**config.mk**
```make
export PLATFORM = sky130hd
export DESIGN_NAME = scalar_mult_ctrl
export DESIGN_NICKNAME = d
export VERILOG_FILES = /design/src/rtl/scalar_mult_ctrl.sv
export SDC_FILE = /design/constraint.sdc
export NUM_CORES = 1
export LEC_CHECK = 0
export ABC_AREA = 1
export CORE_UTILIZATION = 50
export DETAILED_ROUTE_END_ITERATION = 10
export GPL_TIMING_DRIVEN = 0
export PLACE_DENSITY = 0.84
export SLEW_MARGIN = 20
export SYNTH_ARGS = -nofsm -noshare
export SYNTH_HDL_FRONTEND = slang
export SYNTH_SLANG_ARGS = --single-unit
export TNS_END_PERCENT = 1
```
**constraint.sdc**
```tcl
create_clock -name i_clk -period 2.2 [get_ports i_clk]
set_clock_uncertainty 0.2 [all_clocks]
set_input_delay 0.22 -clock i_clk [delete_from_list [all_inputs] [get_ports i_clk]]
set_output_delay 0.22 -clock i_clk [all_outputs]
set_load 0.01 [all_outputs]
```
**src/rtl/scalar_mult_ctrl.sv**
```systemverilog
// -----------------------------------------------------------------------------
// scalar_mult_ctrl
//   Sequencer for right-to-left double-and-add scalar multiplication.
//   For each of KEY_BITS scalar bits (LSB first) it requests the bit from the
//   key shifter, optionally launches an ADD (R <= R + P), then always launches
//   a DOUBLE (P <= 2P) on the point ALU. Runs are started by the top-level
//   ECC sequencer and end with a one-cycle o_done pulse.
//
//   Optional feature macro: ECC_CONST_TIME_EN
//     defined     : a zero bit still runs the ADD with o_op_dummy=1 so every bit
//                   takes the same number of cycles.
//     not defined : a zero bit skips the ADD; o_op_dummy is always 0.
//
// Ports
//   i_clk        clock, rising edge
//   i_rst        asynchronous active-high reset
//   i_start      start a run (sampled in IDLE only)
//   o_busy       high whenever not IDLE
//   o_done       one-cycle run-complete pulse
//   o_bit_req    one-cycle key-bit request to the shifter
//   i_bit_ack    shifter acknowledge, i_bit valid in this cycle
//   i_bit        scalar bit from shifter
//   o_op_start   one-cycle point-op launch
//   o_op_sel     0 = DOUBLE, 1 = ADD; stable until i_op_done
//   o_op_dummy   ADD result to be discarded by the ALU
//   i_op_done    point op finished (ignored in the launch cycle)
//   o_bit_cnt    number of bits fully processed in the current run
//
// State table
//   S_IDLE     | waiting for i_start
//   S_REQ      | pulse o_bit_req
//   S_WAIT_BIT | waiting for shifter ack, latch the bit
//   S_ADD_GO   | launch ADD
//   S_ADD_WAIT | waiting for ADD completion
//   S_DBL_GO   | launch DOUBLE
//   S_DBL_WAIT | waiting for DOUBLE completion
//   S_NEXT     | bump bit counter, decide next bit or finish
//   S_FIN      | pulse o_done
// -----------------------------------------------------------------------------
module scalar_mult_ctrl #(
    parameter int KEY_BITS = 32,
    parameter int CNT_W    = 6
) (
    input  logic             i_clk,
    input  logic             i_rst,
    input  logic             i_start,
    output logic             o_busy,
    output logic             o_done,
    output logic             o_bit_req,
    input  logic             i_bit_ack,
    input  logic             i_bit,
    output logic             o_op_start,
    output logic             o_op_sel,
    output logic             o_op_dummy,
    input  logic             i_op_done,
    output logic [CNT_W-1:0] o_bit_cnt
);

    localparam logic [3:0] S_IDLE     = 4'd0;
    localparam logic [3:0] S_REQ      = 4'd1;
    localparam logic [3:0] S_WAIT_BIT = 4'd2;
    localparam logic [3:0] S_ADD_GO   = 4'd3;
    localparam logic [3:0] S_ADD_WAIT = 4'd4;
    localparam logic [3:0] S_DBL_GO   = 4'd5;
    localparam logic [3:0] S_DBL_WAIT = 4'd6;
    localparam logic [3:0] S_NEXT     = 4'd7;
    localparam logic [3:0] S_FIN      = 4'd8;

`ifdef ECC_CONST_TIME_EN
    localparam logic CT_EN = 1'b1;
`else
    localparam logic CT_EN = 1'b0;
`endif

    localparam logic [CNT_W-1:0] LAST_CNT = CNT_W'(KEY_BITS);

    logic [3:0]       state_q, state_d;
    logic [CNT_W-1:0] cnt_q, cnt_d;
    logic             bit_q, bit_d;
    logic             in_add;

    always_comb begin
        state_d = state_q;
        cnt_d   = cnt_q;
        bit_d   = bit_q;
        case (state_q)
            S_IDLE: begin
                if (i_start) begin
                    state_d = S_REQ;
                    cnt_d   = '0;
                end
            end
            // An ack coinciding with the request cannot belong to it; ignore.
            S_REQ: state_d = S_WAIT_BIT;
            S_WAIT_BIT: begin
                if (i_bit_ack) begin
                    bit_d = i_bit;
                    if (i_bit || CT_EN) begin
                        state_d = S_ADD_GO;
                    end else begin
                        state_d = S_DBL_GO;
                    end
                end
            end
            S_ADD_GO: state_d = S_ADD_WAIT;
            S_ADD_WAIT: begin
                if (i_op_done) begin
                    state_d = S_DBL_GO;
                end
            end
            S_DBL_GO: state_d = S_DBL_WAIT;
            S_DBL_WAIT: begin
                if (i_op_done) begin
                    state_d = S_NEXT;
                end
            end
            S_NEXT: begin
                cnt_d = cnt_q + 1'b1;
                if (cnt_d == LAST_CNT) begin
                    state_d = S_FIN;
                end else begin
                    state_d = S_REQ;
                end
            end
            S_FIN:   state_d = S_IDLE;
            default: state_d = S_IDLE;
        endcase
    end

    always_ff @(posedge i_clk or posedge i_rst) begin
        if (i_rst) begin
            state_q <= S_IDLE;
            cnt_q   <= '0;
            bit_q   <= 1'b0;
        end else begin
            state_q <= state_d;
            cnt_q   <= cnt_d;
            bit_q   <= bit_d;
        end
    end

    // All outputs decode the registered state, so they are glitch-free and
    // drop to zero as soon as reset is asserted.
    assign in_add     = (state_q == S_ADD_GO) || (state_q == S_ADD_WAIT);
    assign o_busy     = (state_q != S_IDLE);
    assign o_done     = (state_q == S_FIN);
    assign o_bit_req  = (state_q == S_REQ);
    assign o_op_start = (state_q == S_ADD_GO) || (state_q == S_DBL_GO);
    assign o_op_sel   = in_add;
    // With constant-time off CT_EN folds this to zero.
    assign o_op_dummy = CT_EN & in_add & ~bit_q;
    assign o_bit_cnt  = cnt_q;

endmodule

```
# [After elaboration in Yosys (flattened, before gate mapping)]
# Index checks and enable logic that the tools add are counted.
[op_classes] muxes=9 n_addsub=1 div_mod_pow=0 bitwise=0 eq_ne=13 reduce_logical=7 order_cmp=0 multipliers=0 shifts=0
[op_table] op="$pmux W4 S8" count=1
[op_table] op="$mux W4" count=5
[op_table] op="$eq A4 B3 Y1 const B" count=4
[op_table] op="$pmux W6 S2" count=1
[op_table] op="$eq A4 B2 Y1 const B" count=2
[op_table] op="$ne A2 B2 Y1 const B" count=4
[op_table] op="$add A6 B1 Y6 const B" count=1
[op_table] op="$eq A6 B6 Y1 const B" count=1
[op_table] op="$mux W6" count=1
[op_table] op="$eq A4 B1 Y1 const B" count=1
[op_table] op="$eq A4 B4 Y1 const B" count=1
[op_table] op="$logic_not A4 Y1" count=1
[op_table] op="$reduce_and A4 Y1" count=1
[op_table] op="$reduce_bool A4 Y1" count=1
[op_table] op="$mux W3" count=1
[op_table] op="$logic_or A1 B1 Y1" count=2
[op_table] op="$reduce_and A2 Y1" count=1
[op_table] op="$reduce_bool A2 Y1" count=1
[totals] ff_bits=10 memories=0 wordCells=32 latchBits=0 out_inout_bits=12 ramBits=0 rom_bits=0

# [Depth between registers and ports, before layout]
[depth] word_depth=4 mapped_depth=8

# [Least setup slack after synthesis]
# No wires, ideal clock.
[synth_timing] path_kind="reg2reg" start="register cnt_q[0] (netlist: o_bit_cnt[0])" end="register state_q[0]" arrival_ps=1269 path_slack_ps=658 synth_period_minus_slack_ps=1542 stages_incl_launch_ff=9 path_cell_list="dfrtp_1 -> ha_1 -> nand3_1 -> nand2_1 -> nand2_1 -> clkinvlp_4 -> nand3_2 -> nand2_2 -> a21oi_2"
[synth_between] elab_chain_cells=4
[synth_rtl] item="start: declaration" line="78" rtl="logic [CNT_W-1:0] cnt_q, cnt_d;"
[synth_rtl] item="start signal: assignment" line="137" rtl="cnt_q <= cnt_d;"
[synth_rtl] item="$add A6 B1 Y6" line="118" rtl="cnt_d = cnt_q + 1'b1;"
[synth_rtl] item="$eq A6 B6 Y1" line="119" rtl="if (cnt_d == LAST_CNT) begin"
[synth_rtl] item="$mux W4" line="119"
[synth_rtl] item="$pmux W4 S8" line="86" rtl="case (state_q)"
[synth_rtl] item="end signal: assignment" line="136" rtl="state_q <= state_d;"
[synth_rtl] item="end: declaration" line="77" rtl="logic [3:0] state_q, state_d;"
# Every way passes these cells.
# A chain may end at the register's enable or synchronous reset.

# [Worst setup path after layout]
[layout_timing] start="register state_q[3]" end="output port o_bit_req"
[layout_between] elab_chain_cells=1
[layout_rtl] item="$eq A4 B1 Y1" line="147" rtl="assign o_bit_req = (state_q == S_REQ);"
[layout_rtl] item="end: declaration" line="49" rtl="output logic o_bit_req,"
# Every way passes these cells.

==> flow_metrics.py <==
metrics = {
    "critical_path": {
        "worstSetupPathType": "register to output port",
        "critPathArrivalTime_ns": 1.65,
        "endpoint_kind": "output port",
        "startpoint": "state_q[3]",
        "rr_worst_depth": 8,
        "crit_required_ns": 1.78,
        "r2r_slack_ns": 0.56,
        "crit_fanout": 4,
        "endpoint": "o_bit_req",
        "worstSetupStartpointType": "register",
        "timing.rr.end": "state_q[0]",
        "r2r-start": "o_bit_cnt[0]",
    },
    "final_layout": {
        "area_growth_pct": 31.8,
        "mostFrequentLayoutCells": "nand2_1, clkdlybuf4s50_1, inv_1",
        "finish.utilization_pct": 70.1,
        "num_antenna_cells": 0,
        "register_area_sq_um": 251,
        "instances_no_fill": 133,
        "stdcell_area_sq_um": 912,
        "nNetsFinal": 127,
        "n_fill_cell": 114,
        "layout_commonest_cell": "nand2_1",
        "drive_gt1_share_pct": 19.5,
        "multiInputGateArea_sq_um": 365,
    },
    "drt": {
        "final_antenna_net_count": 0,
        "drc": 0,
        "vias": 681,
        "drt_pass1_iterations": 4,
        "initialDrtViolationCount": 9,
        "routedWlPerCell_um": 11.4,
        "viasPerCell": 5.12,
        "wirelength_um": 1520,
    },
    "logic_synthesis": {
        "synthTopCellsByArea": "dfrtp_1, nand2_1, inv_1, nor2_1, nand3_1",
        "ys_seq_elements": 10,
        "yosysTopAreaCell": "dfrtp_1",
        "avgSynthCellArea_sq_um": 7.06,
        "synth_area_sq_um": 692,
        "synth_warnings": 0,
        "yosysTopAreaCellShare_pct": 36.2,
        "synthesis.nets": 106,
        "ys_types": 23,
        "seq_area_frac_synth_pct": 36.2,
        "postSynthCellCount": 98,
    },
    "placement": {
        "place_ws_ns": 0.261,
        "io_buffers": 16,
        "dp_cells": 129,
        "postPlaceCellArea_sq_um": 871,
        "gp_congestion": 0.812,
        "dp_hpwl_um": 1170,
    },
    "grt": {
        "grt_overflow": 0,
        "grt_pass1_vias": 566,
        "grt_use_total_pct": 22.6,
        "grt_pass1_wl_um": 2350,
        "grt_max_degree": 11,
        "antenna_found_initial": 0,
    },
    "clock_network": {
        "clkSinkCount": 10,
        "post_cts_buffers": 0,
        "clock_latency_ns": 0.26,
        "cts_buffers": 3,
        "clk_pin_slew_ns": 0.07,
        "clockBufferDepth": 2,
        "hold_buffers": 0,
        "h-tree-depth": 1,
        "post_cts_resized": 2,
        "cts_tree": "built",
        "cts.root.buffer_cell": "clkbuf_4",
    },
    "outcome": {
        "status": "completed",
    },
    "die": {
        "dieArea_sq_um": 1540,
        "num_rows": 13,
        "die_x_um": 39.2,
        "die_y_um": 39.2,
        "pin_count": 18,
        "fp.coreArea_sq_um": 1300,
        "start_util_pct": 53.2,
    },
    "sta": {
        "fin_setup_tns_ns": 0,
        "min_period_ns": 2.07,
        "setup_viol": 0,
        "hold_viol_final": 0,
        "drv_slew": 0,
        "fmax_ghz": 0.484,
        "finalCritPeriodShare_pct": 94.0,
        "fin_ws_ns": 0.133,
        "rsz0062_at_grt": "no",
    },
    "power_and_ir_drop": {
        "p_leak_nw": 0.441,
        "max-vdd-ir-drop_mv": 0.704,
        "power_density_nw_per_um2": 1350,
    },
    "worst_hold_path": {
        "hold_class": "input port to asynchronous set/reset pin",
    },
    "job": {
        "cap_violations": 0,
    },
}
[critical path, stage by stage (launching register included)]
cell and delay [ns]:
dfrtp_1 0.43, nor2_2 0.16, inv_2 0.07, nor3_1 0.16
clkdlybuf4s50_1 0.56
[power by group]
group / total [W] / switching, W / internal (W)
clock network: 0.000164 / 0.0000633 / 0.000100
logic: 0.000677 / 0.000380 / 0.000298
registers: 0.000388 / 0.000126 / 0.000261
total: 0.00123 / 0.000569 / 0.000660
[area by class of cell]
type	instances	area share [%]
plain buffers	1	0.823
clock buffers	4	3.98
inverters	18	7.82
multi-input cells	69	40.1
flip-flops and latches	10	27.6
well taps	15	2.06
repair buffers	16	17.7
[sequential cells by signal, summed over array words and instances (netlist names)]
signal / flops
state_q: 4
o_bit_cnt: 6
[per-layer routing]
metal / global-route usage (%) / vias up / share of wire, %
li1: - / 349 / -
met2: 39.2 / 17 / 49
met3: 3.47 / 0 / 3.5
met4: 2.59 / 0 / 0
met5: 0 / - / 0
met1: 30.2 / 315 / 47
[kinds of logic after synthesis]
kind of cell    synth area share [%]
flops                           36.2
compound gates                  8.32
fa+ha+maj                       3.62
simple gates                    40.0
buf+inv                         11.4
other cells                    0.542
[worst min-delay path by stage]
stage | from | end | slack [ns] | depth (start not counted)
2_1_floorplan | i_rst | o_bit_cnt[0] | -0.14 | 1
3_3_place_gp | i_rst | o_bit_cnt[2] | 0.31 | 2
3_5_place_dp | i_rst | o_bit_cnt[4] | 0.32 | 2
4_1_cts | i_rst | o_bit_cnt[4] | 0.04 | 2
5_1_grt | i_rst | o_bit_cnt[4] | 0.07 | 2
6_report | i_rst | o_bit_cnt[2] | 0.03 | 2
[stage by stage]
stage,hold WS [ns],power (W)
after floorplan,-0.140,0.000789
after global placement,0.310,0.00104
after detailed placement,0.323,0.00107
after CTS,0.0366,0.00123
after global routing,0.0703,0.00133
final,0.0265,0.00123
[synth_stat cells (all sizes together)]
| library cell | count |
|---|---|
| nand3 | 7 |
| ha | 2 |
| o21ai | 6 |
| nor3 | 3 |
| nand4 | 4 |
| o22ai | 1 |
| a211oi | 1 |
| inv | 17 |
| conb | 1 |
| buf | 1 |
| a21oi | 2 |
| clkinvlp | 1 |
| dfrtp | 10 |
| nor2 | 15 |
| nand2 | 27 |
No activity file was read; power rests on OpenSTA's default activity.
